[src/rtl/unary_add_mod_n.sv]
// Unary accumulator modulo MOD over N_IN unary lanes, with add/subtract read phase,
// saturating wrap tally, and a write phase that drains the count as a unary pulse train.
module unary_add_mod_n #(
    parameter int unsigned N_IN    = 2,
    parameter int unsigned MOD     = 12,
    parameter int unsigned CARRY_W = 4
) (
    input  logic                     clk,
    input  logic                     rst_n,
    input  logic                     en,
    input  logic                     clr,
    input  logic                     read_or_write,
    input  logic                     sub,
    input  logic [N_IN-1:0]          din,
    output logic                     dout,
    output logic                     C,
    output logic [CARRY_W-1:0]       carry_cnt,
    output logic [$clog2(MOD)-1:0]   count,
    output logic                     done
);

    localparam int unsigned          CW       = $clog2(MOD);
    localparam logic [CW:0]          ModW     = (CW + 1)'(MOD);
    localparam logic [CARRY_W-1:0]   CarryMax = '1;

    // N_IN <= MOD guarantees at most one wrap per cycle.
    if (N_IN < 1 || N_IN > MOD || MOD < 2) begin : g_param_check
        $error("unary_add_mod_n: need MOD >= 2 and 1 <= N_IN <= MOD");
    end

    logic [CW-1:0]      count_q, count_d;
    logic [CARRY_W-1:0] carry_q, carry_d;
    logic               dout_q, dout_d;
    logic               c_q, c_d;
    logic               done_q, done_d;

    logic [CW:0]        s;
    logic [CW:0]        t_add;
    logic [CW:0]        t_borrow;
    logic               wrap;

    always_comb begin
        s = '0;
        for (int unsigned i = 0; i < N_IN; i++) begin
            s = s + {{CW{1'b0}}, din[i]};
        end
    end

    always_comb begin
        count_d  = count_q;
        carry_d  = carry_q;
        dout_d   = dout_q;
        c_d      = c_q;
        done_d   = done_q;
        wrap     = 1'b0;
        t_add    = {1'b0, count_q} + s;
        t_borrow = {1'b0, count_q} + ModW - s;

        if (!read_or_write) begin
            dout_d = 1'b0;
            done_d = 1'b0;
            if (!sub) begin
                if (t_add >= ModW) begin
                    count_d = CW'(t_add - ModW);
                    wrap    = 1'b1;
                end else begin
                    count_d = CW'(t_add);
                end
            end else begin
                if ({1'b0, count_q} >= s) begin
                    count_d = CW'({1'b0, count_q} - s);
                end else begin
                    count_d = CW'(t_borrow);
                    wrap    = 1'b1;
                end
            end
            c_d = wrap;
            if (wrap && (carry_q != CarryMax)) begin
                carry_d = carry_q + 1'b1;
            end
        end else begin
            c_d = 1'b0;
            if (count_q != '0) begin
                dout_d  = 1'b1;
                count_d = count_q - 1'b1;
                done_d  = 1'b0;
            end else begin
                dout_d  = 1'b0;
                done_d  = 1'b1;
            end
        end
    end

    always_ff @(posedge clk) begin
        if (!rst_n || clr) begin
            count_q <= '0;
            carry_q <= '0;
            dout_q  <= 1'b0;
            c_q     <= 1'b0;
            done_q  <= 1'b0;
        end else if (en) begin
            count_q <= count_d;
            carry_q <= carry_d;
            dout_q  <= dout_d;
            c_q     <= c_d;
            done_q  <= done_d;
        end
    end

    assign count     = count_q;
    assign carry_cnt = carry_q;
    assign dout      = dout_q;
    assign C         = c_q;
    assign done      = done_q;

endmodule

[config.mk]
export PLATFORM = sky130hd
export DESIGN_NAME = unary_add_mod_n
export DESIGN_NICKNAME = d
export VERILOG_FILES = /design/src/rtl/unary_add_mod_n.sv
export SDC_FILE = /design/constraint.sdc
export NUM_CORES = 1
export LEC_CHECK = 0
export CORE_MARGIN = 2
export CORE_UTILIZATION = 37
export DETAILED_ROUTE_END_ITERATION = 8
export DONT_BUFFER_PORTS = 1
export SYNTH_ARGS = -nofsm -noshare
export SYNTH_HDL_FRONTEND = slang
export SYNTH_SLANG_ARGS = --single-unit
[constraint.sdc]
create_clock -name clk -period 7.2 [get_ports clk]
set_clock_uncertainty 0.15 [all_clocks]
set_input_delay 0.36 -clock clk [delete_from_list [all_inputs] [get_ports clk]]
set_output_delay 0.36 -clock clk [all_outputs]
set_load 0.02 [all_outputs]
==> results by group, run 1 <==
Status
  – Status: finished, final reports clean

Clocking
  – Post-CTS Resized: 0
  – Clock root buffer: clkbuf_4
  – CTS max path bufs: 2
  – Post-CTS Hold Buffers: 0
  – Clk slew on worst S/H paths: roughly 0.07 ns
  – Setup repair bufs after CTS: 0
  – Clock latency on the worst-skew pair: 0.26 ns
  – H-tree levels: 1
  – CTS tree: yes
  – Clock sink count: 11
  – Number of CTS-inserted buffers: 3

STA
  – Final Cycle Share: 43.0%
  – Tmin final: approximately 3.1 ns
  – RSZ-0062 raised after global routing: false
  – Slew @ Worst Pin: 0.761 ns
  – # setup viols final: 0
  – Max-slew headroom: around half
  – Pins Over Slew Limit: 0
  – Fmax: about 320 MHz
  – Final Hold Fails: 0
  – Final WS setup: a little over 4 ns
  – Min Hold Slack: about 0.12 ns
  – Setup TNS: 0 ns

Placed design
  – Worst slack, placed: about 4.1 ns
  – GPL Wtd Cong: 0.836
  – DP HPWL: around 1700 um
  – IO buf count: 0
  – Cell Area, Placed: between 1000 and 1500 um^2

Hold path
  – Endpoint, Worst Hold: dout
  – Hold Path Class: in2reg
  – Hold Path Depth: 2
  – Worst hold start: read_or_write

Critical path
  – Family with the most delay on the worst path: simple AND/OR/NAND/NOR gates
  – CP required: about 7.2 ns
  – FF-to-FF Start: count[1]
  – Critical path's slowest cell: dfxtp_1
  – Crit start category: flip-flop
  – CP Class: reg2reg
  – CP Max Fanout: 6
  – Worst-path cell chain: inv_1 > fa_1 > xor2_1 > inv_1 > ha_1 > and3_1 > nor3_1 > a31oi_4 > and4b_1 > nor3_1
  – Critical Path AT: 3.13 ns
  – FF-to-FF End: carry_cnt[2]
  – Register-to-register setup slack: roughly 4 ns
  – Element type at the critical path end: flip-flop
  – Reg2reg path depth: 10
  – Worst Path Buf+Inv: 2
  – CP peak stage delay: approximately 0.55 ns

Global route
  – Met1 Track Usage GR: 18.4%
  – Number of global-route vias before repair: 784
  – Initial antenna violation count: 0
  – Global-route wire length before repair: 3510 um
  – GR Overflow Total: 0
  – Met2 usage: 22.0%
  – Largest net degree at the start of global routing: 17
  – Busiest grt layer: met2
  – Met3 global-route usage: between 4 and 5%
  – GRT Total Usage: between 10% and 20%

Floorplan
  – Die Ht: 56.3 um
  – Top Ports: 19
  – Chip width: 56.3 um
  – Core area: 2520 um^2
  – Die area: 3170 um^2
  – Rows: 18
  – Initial Util: 40.1%

Final layout
  – Most frequent cells in the layout: dfxtp_1 (11), inv_1 (11), ha_1 (11)
  – Fill count: roughly 280
  – Multi-input logic area: 719 um^2
  – Core Util, Final: roughly two fifths
  – Final Instance Area: 1040 um^2
  – Synth-to-layout area growth: 3.34%
  – N_diodes: 0
  – Layout cells sized above 1: a little under 7%
  – FF/Latch Area: between 200 and 250 um^2
  – Final #Nets: 139

Logic synthesis
  – Syn Inst Count: 117
  – Synth Flop Type: dfxtp_1
  – Post-synthesis mux area share: 3.96%
  – Seq cells post-synth: 11
  – Async set-or-reset flop fraction in the synthesized netlist: 0%
  – Post-Syn Area: between 1000 and 1500 um^2
  – Synth Area in Compound Gates: around 22%
  – Largest family of logic cells by synthesized area: simple AND/OR/NAND/NOR gates
  – Post-Syn Nets: between 100 and 150
  – Synth unique cells: 46
  – Post-Synth Adder-Cell Area: 19.6%
  – XOR/XNOR Fraction of Synth Area: about 2.6%
  – Mapped Avg Cell Area: 8.64 um^2
  – Syn. warnings: 0
  – Post-synth EDFFs: 0
  – Post-synthesis simple-gate area fraction: 22.8%
  – Sequential area share after synthesis: 21.8%

Power
  – Leakage power: 0.000436 uW
  – VDD IR max: 0.136 mV
  – PwrDens: approximately 140 nW/um^2

Route
  – Post-DRT Antenna Nets: 0
  – Residual DRC: 0
  – Drt wl/cell: 14.8 um
  – Routed wire length: 2160 um
  – Total number of vias: 823
  – Pre-antenna DRT Iters: 2
  – 1st-iter DRT viols: 7
  – Drt via density: about 5.6

Flow run
  – Max Cap Viol: 0
[metrics by stage]
| stage | total power (uW) | cells |
|---|---|---|
| 6_report | 150 | 146 |
| 3_3_place_gp | 109 | 142 |
| 3_5_place_dp | 110 | 142 |
| 2_1_floorplan | 103 | 117 |
| 4_1_cts | 152 | 146 |
| 5_1_grt | 159 | 146 |
[layout make-up]
class | instances | area share, %
clock buffers | 4 | 2.51
inverters | 11 | 3.95
multi-input cells | 90 | 68.9
flip-flops and latches | 11 | 21.1
well taps | 30 | 3.59
[Yosys cell counts (3+ instances only)]
master,instances,area share (%)
nor2_1,5,1.9
inv_1,11,4.1
nand2_1,7,2.6
fa_1,3,5.9
a21oi_1,9,4.5
dfxtp_1,11,22
nor3b_1,3,2.2
ha_1,11,14
nor3_1,6,3.0
mux2i_1,4,4.0
nor2b_1,3,1.9
[where the power goes]
group          internal, uW  switching (uW)  leakage, uW
sequential             62.5            5.64    0.0000891
combinational          18.1            22.5     0.000332
clock                  21.4            19.5    0.0000150
total                   102            47.7     0.000436
[logic make-up (layout without fill, tap and decap cells)]
| kind of cell | after synthesis | in the layout |
|---|---|---|
| and+or+nand+nor | 39 | 39 |
| AOI/OAI and AO/OA | 30 | 30 |
| buffers and inverters | 16 | 15 |
| adders and majority gates | 14 | 14 |
| DFF | 11 | 11 |
| muxes | 4 | 4 |
| xor gates and xnor gates | 3 | 3 |
[state kept, by name (all words and copies together), names as in the netlist]
name / count
carry_cnt: 4
count: 4
C: 1
done: 1
dout: 1
[metal layers]
layer  vias up  routed length (um)
li1        425                   -
met3         0                  89
met2        12                1040
met5         -                   0
met4         0                   0
met1       386                1030
[worst max path at each step]
stage          depth (start not counted)      from            to
3_3_place_gp                          10  count[1]  carry_cnt[2]
2_1_floorplan                         12    din[0]  carry_cnt[2]
4_1_cts                               10  count[1]  carry_cnt[2]
5_1_grt                               10  count[1]  carry_cnt[1]
3_5_place_dp                          10  count[1]  carry_cnt[2]
6_report                              10  count[1]  carry_cnt[2]
No activity file was read; power rests on OpenSTA's default activity.
==> run 2: changes to the inputs <==
- ABC_AREA: default -> 1
- clock period: 7.2 -> 3.2 ns (I/O delays scaled with it)
==> run 2 against run 1 <==
Against the previous run: non-clock buffer count increased by 7; first-iteration DRC count increased to 3.4 times the previous value; worst hold slack got worse by 0.093 ns; via count increased by 4.7%; synthesized cell count increased by 15%; count of clock-buffer cells in the layout unchanged; largest cell class unchanged; largest power group unchanged.
==> results by group, run 2 <==
Status
  – Status: finished, final reports clean (unchanged)

STA
  – Min Hold Slack: 0.0227 ns (was 0.116 ns)
  – Final Hold Fails: 0 (unchanged)
  – Tmin final: 2.63 ns (was 3.10 ns)
  – Setup TNS: 0 ns (unchanged)
  – Pins Over Slew Limit: 0 (unchanged)
  – Max-slew headroom: 72.7% (was 49.2%)
  – Slew @ Worst Pin: 0.409 ns (was 0.761 ns)
  – # setup viols final: 0 (unchanged)
  – Final Cycle Share: 82.2% (was 43.0%)
  – RSZ-0062 raised after global routing: false (unchanged)
  – Fmax: 380 MHz (was 323 MHz)

Power
  – P_int: 232 uW (was 102 uW)
  – NetSw: 120 uW (was 47.7 uW)
  – Tot Pwr: 352 uW (was 150 uW)
  – Sw Ratio: 34.1% (was 31.8%)
  – Comb power frac: 30.6% (was 27.2%)
  – Sequential Power Share: 42.0% (was 45.5%)
  – VDD IR max: 0.244 mV (was 0.136 mV)
  – Clk pwr share: 27.4% (was 27.3%)
  – Leakage power: 0.000518 uW (was 0.000436 uW)
  – PwrDens: 311 nW/um^2 (was 143 nW/um^2)

Clocking
  – Post-CTS Hold Buffers: 5 (was 0)
  – CTS tree: yes (unchanged)
  – Number of CTS-inserted buffers: 3 (unchanged)
  – Setup repair bufs after CTS: 0 (unchanged)
  – Clk slew on worst S/H paths: 0.07 ns (about the same)
  – Clock root buffer: clkbuf_4 (unchanged)
  – CTS max path bufs: 2 (unchanged)
  – Post-CTS Resized: 0 (unchanged)
  – Clock sink count: 11 (unchanged)
  – H-tree levels: 1 (unchanged)
  – Clock latency on the worst-skew pair: 0.27 ns (was 0.26 ns)

Critical path
  – CP Class: reg2reg (unchanged)
  – Critical Path AT: 2.64 ns (was 3.13 ns)
  – Element type at the critical path end: flip-flop (unchanged)
  – Crit start category: flip-flop (unchanged)
  – CP most frequent cell: nand2_1
  – Worst-path cell chain: inv_1 > fa_1 > xnor2_4 > ha_1 > nand2_1 > nor2_1 > a21oi_4 > nand2_1 > nand2_1 > nand3_1 > nand3_1 > nand2_1 > o21ai_0 (was inv_1 > fa_1 > xor2_1 > inv_1 > ha_1 > and3_1 > nor3_1 > a31oi_4 > and4b_1 > nor3_1)
  – CP Max Fanout: 5 (was 6)
  – Critical path's slowest cell: fa_1 (was dfxtp_1)
  – CP peak stage delay: 0.56 ns (was 0.55 ns)
  – CP required: 3.21 ns (was 7.23 ns)

Final layout
  – Synth-to-layout area growth: 9.98% (was 3.34%)
  – Most frequent cells in the layout: nand2_1 (29), inv_1 (19), nor2_1 (13) (was dfxtp_1 (11), inv_1 (11), ha_1 (11))
  – N_diodes: 0 (unchanged)
  – Layout cells sized above 1: 11.3% (was 6.90%)
  – Most common cell after layout, fill and taps aside: nand2_1
  – FF/Latch Area: 220 um^2 (unchanged)
  – Final #Nets: 165 (was 139)
  – Post-Layout Cell Count: 173 (was 146)
  – Multi-input logic area: 706 um^2 (was 719 um^2)
  – Fill count: 284 (was 278)

Route
  – 1st-iter DRT viols: 24 (was 7)
  – Pre-antenna DRT Iters: 4 (was 2)
  – Residual DRC: 0 (unchanged)
  – Post-DRT Antenna Nets: 0 (unchanged)
  – Total number of vias: 862 (was 823)
  – Routed wire length: 2080 um (was 2160 um)
  – Drt via density: 4.98 (was 5.64)
  – Drt wl/cell: 12.0 um (was 14.8 um)

Floorplan
  – Rows: 19 (was 18)
  – Die area: 3220 um^2 (was 3170 um^2)
  – Die Ht: 56.7 um (was 56.3 um)
  – Core area: 2690 um^2 (was 2520 um^2)
  – Top Ports: 19 (unchanged)
  – Initial Util: 38.3% (was 40.1%)
  – Chip width: 56.7 um (was 56.3 um)

Logic synthesis
  – Mapped Avg Cell Area: 7.68 um^2 (was 8.64 um^2)
  – Post-Syn Nets: 156 (was 139)
  – Count leader, synth: nand2_1
  – Synth Flop Type: dfxtp_1 (unchanged)
  – Top cell type's share of synthesized area: 21.4% (was 21.8%)
  – Syn Inst Count: 134 (was 117)
  – Largest cells by area after synthesis: dfxtp_1 (21%), ha_1 (13%), nand2_1 (11%), inv_1 (6.9%), fa_1 (5.8%) (was dfxtp_1 (22%), ha_1 (14%), fa_1 (5.9%), a21oi_1 (4.5%), inv_1 (4.1%))
  – Syn. warnings: 0 (unchanged)
  – Sequential area share after synthesis: 21.4% (was 21.8%)
  – Post-Syn Area: 1030 um^2 (was 1010 um^2)
  – Post-synth EDFFs: 0 (unchanged)
  – Synth unique cells: 26 (was 46)
  – Synth top cells by count: nand2_1 (29), inv_1 (19), nor2_1 (13), dfxtp_1 (11), ha_1 (11) (was dfxtp_1 (11), ha_1 (11), inv_1 (11), a21oi_1 (9), nand2_1 (7))
  – Seq cells post-synth: 11 (unchanged)
  – Async set-or-reset flop fraction in the synthesized netlist: 0% (unchanged)
  – Cell type with the largest total area after synthesis: dfxtp_1 (unchanged)

Global route
  – Largest net degree at the start of global routing: 10 (was 17)
  – GRT Total Usage: 13.6% (was 13.8%)
  – GR Overflow Total: 0 (unchanged)
  – Number of global-route vias before repair: 812 (was 784)
  – Global-route wire length before repair: 3470 um (was 3510 um)
  – Initial antenna violation count: 0 (unchanged)

Hold path
  – Hold Path Class: in2reg (unchanged)

Placed design
  – IO buf count: 0 (unchanged)
  – Cell count after placement: 164 (was 142)
  – GPL Wtd Cong: 0.873 (was 0.836)
  – DP HPWL: 1710 um (was 1680 um)

Flow run
  – Max Cap Viol: 0 (unchanged)
run 2: metrics by stage:
step | instance area, um^2 | utilization [%] | worst slack [ns]
2_1_floorplan | 1030 | - | 0.763
5_1_grt | 1130 | 42.1 | 0.331
3_5_place_dp | 1050 | 39.3 | 0.569
3_3_place_gp | 1050 | 39.3 | 0.628
6_report | 1130 | 42.1 | 0.571
4_1_cts | 1130 | 42.1 | 0.555
run 2: worst paths after layout:
| path | startpoint | end | slack, ns | depth (start not counted) |
|---|---|---|---|---|
| worst min-delay path | sub | count[3] | 0.02 | 4 |
| worst max register to register | count[1] | count[3] | 0.57 | 13 |
| worst max-delay path | count[1] | count[3] | 0.57 | 13 |
| worst min register to register | dout | dout | 0.42 | 2 |
run 2: kinds of logic (layout without fill, tap and decap cells):
logic type,Yosys count,in the layout,share of synthesized area (%)
fa+ha+maj,14,14,19.2
buf+inv,23,31,9.97
flops,11,11,21.4
simple gates,61,61,30.4
compound gates,19,19,12.0
xor+xnor,6,6,6.94
run 2: worst max-delay path, delay by kind of cell (launching register included):
kind / cells / cell delay, ns
adders and majority gates: 2 / 0.73
and+or+nand+nor: 7 / 0.57
DFF: 1 / 0.52
xor gates and xnor gates: 1 / 0.22
buffers and inverters: 1 / 0.21
AOI/OAI and AO/OA: 2 / 0.12
run 2: final cells by class:
class	count	area share [%]
repair buffers	7	5.75
well taps	31	3.43
clock buffers	4	2.32
multi-input cells	100	62.4
flip-flops and latches	11	19.5
inverters	20	6.64
run 2: power groups by stage:
stage / Clock (uW) / Sequential (uW) / Combinational [uW]
after floorplan: 0 / 151 / 84.8
after global placement: 0 / 151 / 101
after detailed placement: 0 / 151 / 102
after CTS: 101 / 148 / 109
after global routing: 107 / 148 / 123
final: 96.3 / 148 / 108
run 2: routing by layer:
layer / vias up / wire [um] / track usage [%]
li1: 447 / - / -
met1: 401 / 1010 / 18.3
met2: 12 / 994 / 21.8
met3: 2 / 68 / 3.00
met4: 0 / 8 / 4.08
met5: - / 0 / 0
